==> config.mk <==
export PLATFORM = sky130hd
export DESIGN_NAME = imm_table
export DESIGN_NICKNAME = d
export VERILOG_FILES = /design/src/rtl/imm_table.sv
export SDC_FILE = /design/constraint.sdc
export NUM_CORES = 1
export LEC_CHECK = 0
export CAP_MARGIN = 10
export CORE_ASPECT_RATIO = 1.1
export CORE_MARGIN = 5
export CORE_UTILIZATION = 55
export DETAILED_ROUTE_END_ITERATION = 12
export PLACE_DENSITY = 0.73
export SLEW_MARGIN = 20
export SYNTH_ARGS = -nofsm -noshare
export SYNTH_HDL_FRONTEND = slang
export SYNTH_SLANG_ARGS = --single-unit
==> constraint.sdc <==
create_clock -name Clk -period 3.9 [get_ports Clk]
set_input_delay 0.78 -clock Clk [delete_from_list [all_inputs] [get_ports Clk]]
set_output_delay 0.78 -clock Clk [all_outputs]
set_load 0.005 [all_outputs]
==> src/rtl/imm_table.sv <==
// Runtime-writable immediate table: loads a default set after reset, then serves
// NREAD registered lookups per cycle plus a valid/ready write port. Define
// IMM_TABLE_BYPASS_EN for write-first forwarding on a same-edge read/write hit.
module imm_table #(
   parameter int W     = 8,
   parameter int DEPTH = 32,
   parameter int AW    = $clog2(DEPTH),
   parameter int NREAD = 2
) (
   input  logic                Clk,
   input  logic                Reset,
   input  logic [NREAD-1:0]    rd_en,
   input  logic [NREAD*AW-1:0] rd_index,
   output logic [NREAD*W-1:0]  rd_value,
   output logic [NREAD-1:0]    rd_valid,
   input  logic                wr_valid,
   input  logic [AW-1:0]       wr_index,
   input  logic [W-1:0]        wr_value,
   output logic                wr_ready,
   output logic                init_busy
);

   typedef enum logic {INIT, RUN} state_t;

   localparam logic [AW:0]   DEPTH_L = (AW+1)'(DEPTH);
   localparam logic [AW-1:0] LAST    = AW'(DEPTH - 1);

   state_t        state, next_state;
   logic [AW-1:0] init_cnt, next_cnt;
   logic          mem_we;
   logic [AW-1:0] mem_addr;
   logic [W-1:0]  mem_data;
   logic [W-1:0]  mem [DEPTH];
   logic [W-1:0]  rd_data [NREAD];

   function automatic logic in_range(input logic [AW-1:0] i);
      return {1'b0, i} < DEPTH_L;
   endfunction

   // Default contents are defined as 8-bit values, truncated or zero-extended to W.
   function automatic logic [W-1:0] default_val(input logic [AW-1:0] i);
      logic [7:0] d;
      d = 8'd0;
      case (32'(i))
         0, 1, 2, 3, 4, 5, 6: d = 8'(i);
         7:  d = 8'd14;
         8:  d = 8'd16;
         9:  d = 8'd30;
         10: d = 8'd31;
         11: d = 8'd32;
         12: d = 8'd33;
         13: d = 8'd60;
         14: d = 8'd91;
         15: d = 8'd109;
         16: d = 8'd142;
         17: d = 8'd170;
         18: d = 8'd204;
         19: d = 8'd224;
         20: d = 8'd225;
         21: d = 8'd240;
         22: d = 8'd247;
         23: d = 8'd254;
         24: d = 8'd85;
         25: d = 8'd171;
         26: d = 8'd90;
         default: d = 8'd0;
      endcase
      return W'(d);
   endfunction

   always_ff @(posedge Clk or negedge Reset) begin
      if (!Reset) begin
         state    <= INIT;
         init_cnt <= '0;
      end else begin
         state    <= next_state;
         init_cnt <= next_cnt;
      end
   end

   // The table port is shared: INIT streams defaults, RUN takes host writes.
   always_comb begin
      next_state = state;
      next_cnt   = init_cnt;
      wr_ready   = 1'b0;
      init_busy  = 1'b0;
      mem_we     = 1'b0;
      mem_addr   = init_cnt;
      mem_data   = default_val(init_cnt);
      case (state)
         INIT: begin
            init_busy = 1'b1;
            mem_we    = 1'b1;
            if (init_cnt == LAST) begin
               next_state = RUN;
               next_cnt   = '0;
            end else begin
               next_cnt = init_cnt + 1'b1;
            end
         end
         RUN: begin
            wr_ready = 1'b1;
            if (wr_valid && in_range(wr_index)) begin
               mem_we   = 1'b1;
               mem_addr = wr_index;
               mem_data = wr_value;
            end
         end
         default: next_state = INIT;
      endcase
   end

   always_ff @(posedge Clk) begin
      if (mem_we) mem[mem_addr] <= mem_data;
   end

   always_comb begin
      for (int p = 0; p < NREAD; p++) begin
         rd_data[p] = '0;
         if (in_range(rd_index[p*AW +: AW])) begin
            rd_data[p] = mem[rd_index[p*AW +: AW]];
`ifdef IMM_TABLE_BYPASS_EN
            if (state == RUN && wr_valid && wr_index == rd_index[p*AW +: AW])
               rd_data[p] = wr_value;
`else
`endif
         end
      end
   end

   // Idle ports keep their last value; only rd_valid drops.
   always_ff @(posedge Clk or negedge Reset) begin
      if (!Reset) begin
         rd_value <= '0;
         rd_valid <= '0;
      end else begin
         for (int p = 0; p < NREAD; p++) begin
            if (state == RUN && rd_en[p]) begin
               rd_valid[p]         <= 1'b1;
               rd_value[p*W +: W] <= rd_data[p];
            end else begin
               rd_valid[p] <= 1'b0;
            end
         end
      end
   end

endmodule
==> summary.md <==
| Metric | Value |
|---|---|
| Antenna diode count | 0 |
| Slew of the pin with the lowest slew margin | 0.868 ns |
| Main combinational cell family by area after synthesis | multiplexers |
| Master cell of the clock root buffer | sky130_fd_sc_hd__clkbuf_16 |
| Run status | finished, final reports clean |
| Relative max-transition margin | 42.0% |
| Slowest library cell on the worst path | sky130_fd_sc_hd__a31oi_2 |
| Final setup vio count | 0 |
| Clock transition at the register clock pins on the worst setup and hold paths after CTS | 0.06 ns |
| Number of stages on the worst setup path | 7 |
| Sequential-to-total area share from yosys stat | 59.0% |
| Maxcap violations | 0 |
| Area of the core | 0.0253 sq mm |
| Cell Int Power | 5410 uW |
| Hold Fails Final Rpt | 0 |
| Post-layout net count | 1095 |
| Via count | 9273 |
| Crit end category | flip-flop |
| Gate count of the mapped netlist | 998 |
| CTS Sinks | 280 |
| Mapped cell area | 0.0140 sq mm |
| Synth Area per Inst | 14.1 sq um |
| Smallest hold slack | 0.489 ns |
| Synth Area in XOR/XNOR | 0% |
| Global router's overall resource usage | 25.5% |
| Post-cts hold buffer count | 0 |
| Synthesized flop and latch total | 280 |
| Mux cell area share after synthesis | 18.3% |
| TritonCTS clock tree | yes |
| Switching power of the nets | 1540 uW |
| Worst path max stage delay | 0.66 ns |
| Final routed wire length divided by cell count | 26.1 microns |
| Via count of the first global-routing pass | 9300 |
| Total leakage power | 0.00605 uW |
| WS Path Type | reg2reg |
| Wire length of the first global-routing pass | 55100 microns |
| Layout overhead on the synthesized area | 14.0% |
| Period utilisation layout | 74.6% |
| Part of the total power dissipated in sequential elements | 48.3% |
| Count of input and output buffers | 47 |
| Most used flip-flop cell after synthesis | sky130_fd_sc_hd__edfxtp_1 |
| Crit path cell chain | inv_1, ha_1, nor3_1, a211oi_1, a22oi_1, a31oi_2, buf_4 |
| Clock Skew | 0.0194 ns |
| Die span in x | 162 microns |
| Part of the total power dissipated in combinational logic | 9.7% |
| Fillcell total | 1895 |
| Final std cell area, no fill | 0.0160 sq mm |
| Synth Area in Simple Gates | 4.06% |
| Number of remaining DRC errors | 0 |
| Layout cell share with drive strength beyond 1 | 14.0% |
| GRT Residual Overflow | 0 |
| Cells on Worst Hold Path | 2 |
| RePlAce Congestion | 0.918 |
| Unique cell type count in the Yosys netlist | 46 |
| CP bufs+invs | 2 |
| Total wirelength of the detailed-routed design | 37200 microns |
| Path category of the worst min-delay check | reg2reg |
| Placed cell area | 0.0150 sq mm |
| Depth of the worst register-to-register path | 7 |
| Setup TNS Final | 0 ns |
| Initial core utilization | 55.6% |
| Clock buffer depth | 3 |
| Number of enable-type register cells in the synthesized netlist | 256 |
| FMAX | 0.344 GHz |
| Antenna violations before repair | 0 |
| Area enclosed by the die boundary | 0.0288 sq mm |
| Sum of internal, switching and leakage power | 6950 uW |
| First drt pass iteration count | 6 |
| Placement Rows | 61 |
| Number of H-tree branching levels | 1 |
| Total power divided by cell area | 434 mW/mm^2 |
| DR iter-0 viols | 806 |
| Post-cts resize count | 0 |
| Insertion delay to the later sink of the worst-skew pair | 0.55 ns |
| Required time of the critical path | 4.25 ns |
| Number of top-level design ports | 48 |
| Clock share of power | 42.0% |
| FFs w/ async S/R, synth | 8.57% |
| Synth Area in Compound Gates | 14.1% |
| Switching part of the total | 22.1% |
| Time the worst path needs with I/O delays and setup | 2.91 ns |
| Post-CTS setup buffer count | 0 |
| Peak supply drop | 0.000368 V |
| Average via count per standard cell | 6.49 |
| Startpoint Class | flip-flop |
| HPWL reported at the end of detailed placement | 24300 microns |
| Crit-path leading delay family | compound AO/OA/AOI/OAI gates |
| Adder and majority gate portion of the synthesized area | 0.624% |
| Yosys warning total | 0 |
| RSZ-0062 raised after global routing | false |
| Net Count, Synth | 1033 |
| Die boundary height | 178 microns |
| Largest fanout on the critical path | 20 |
| Number of pins exceeding their max-slew limit in the final report | 0 |
| Residual antenna-violating net count after detailed routing | 0 |
| Maximum number of pins on one net before global-route repair | 38 |
| Number of buffers added by the clock tree synthesis step | 28 |
| Data arrival time of the worst path | 3.26 ns |
==> Yosys cell counts (16+ instances only) <==
cell type | count | share of area [%]
sky130_fd_sc_hd__mux2i_1 | 257 | 18
sky130_fd_sc_hd__edfxtp_1 | 256 | 55
sky130_fd_sc_hd__a22oi_1 | 67 | 3.6
sky130_fd_sc_hd__nor2_1 | 53 | 1.4
sky130_fd_sc_hd__nand2_1 | 46 | 1.2
sky130_fd_sc_hd__a21oi_1 | 38 | 1.4
sky130_fd_sc_hd__clkbuf_1 | 33 | 0.88
sky130_fd_sc_hd__a22o_1 | 32 | 2.0
sky130_fd_sc_hd__dfrtp_1 | 24 | 4.3
sky130_fd_sc_hd__o22ai_1 | 19 | 0.85
sky130_fd_sc_hd__a221oi_1 | 18 | 1.1
sky130_fd_sc_hd__a221oi_2 | 16 | 1.7
sky130_fd_sc_hd__o41ai_2 | 16 | 1.9
==> worst min-delay path, stage by stage (launching register included) <==
cell and delay [ns]:
sky130_fd_sc_hd__dfrtp_1 0.34, sky130_fd_sc_hd__nand2_1 0.07, sky130_fd_sc_hd__o41ai_2 0.05
==> flip-flops by register name, indices dropped and copies added (netlist names) <==
name and flops:
mem 256, state 1, rd_value 16, rd_valid 2, init_cnt 5
==> cells by family after synthesis <==
kind of cell    count (synthesis)
compound gates                240
fa+ha+maj                       7
buf+inv                        82
flops                         280
mux                           257
simple gates                  132
==> path summary, 6_finish.rpt <==
path	end	slack (ns)	start
max in group asynchronous	rd_value[11]$_DFFE_PN0P_	2.99	Reset
min in group asynchronous	init_cnt[3]$_DFFE_PN0N_	0.62	Reset
worst max register to register	mem[13][0]$_DFFE_PP_	0.99	init_cnt[0]$_DFFE_PN0N_
worst min-delay path	rd_value[10]$_DFFE_PN0P_	0.49	rd_value[10]$_DFFE_PN0P_
worst max-delay path	mem[13][0]$_DFFE_PP_	0.99	init_cnt[0]$_DFFE_PN0N_
worst min register to register	rd_value[10]$_DFFE_PN0P_	0.49	rd_value[10]$_DFFE_PN0P_
==> metal layers <==
| metal | vias up | global-route usage [%] | part of all wire (%) | wire length [microns] |
|---|---|---|---|---|
| met3 | 84 | 4.07 | 8.0 | 2980 |
| met4 | 0 | 8.42 | 3.6 | 1360 |
| met2 | 473 | 44.4 | 50 | 18700 |
| met1 | 4614 | 32.7 | 38 | 14100 |
| met5 | - | 0 | 0 | 0 |
| li1 | 4102 | - | - | - |
==> cells in the final DEF, fill, tap and decap left out, drive strengths merged, types with 2 or more instances in the layout <==
cell type,instances
buf,59
bufinv,7
nor2b,5
o21ai,15
edfxtp,256
ha,7
o22ai,19
nor3,6
dfrtp,24
a211oi,3
nand2,46
inv,10
a22oi,67
a22o,32
clkinv,12
and2,3
clkbuf,32
nand2b,9
mux2i,257
o41ai,16
clkdlybuf4s50,45
a21oi,38
nor2,53
a221oi,34
or2,2
nand3,3
nand3b,2
a31oi,5
a32oi,2
==> per-stage QoR <==
stage	std cells	worst slack, ns	utilization [%]
6_report	1428	0.990	63.3
5_1_grt	1428	0.804	63.3
4_1_cts	1428	0.978	63.3
3_5_place_dp	1376	0.553	59.3
3_3_place_gp	1376	0.616	59.3
2_1_floorplan	998	1.03	-
==> power by group through the flow <==
stage                     clock, uW  combinational [uW]  sequential (uW)
after floorplan                   0                 413             3410
after global placement            0                 659             3420
after detailed placement          0                 666             3420
after CTS                      2950                 670             3360
after global routing           3080                 707             3360
final                          2920                 674             3360
==> area by class of cell <==
cell class                 instances  area [sq um]  area share [%]
sequential                       280          8290            51.8
multi-input combinational        636          5250            32.8
timing repair buffer             104           976            6.10
clock buffer                      32           737            4.61
tap                              346           433            2.71
clock inverter                    20           275            1.72
inverter                          10          37.5           0.235
(Power assumes the default switching activity.)
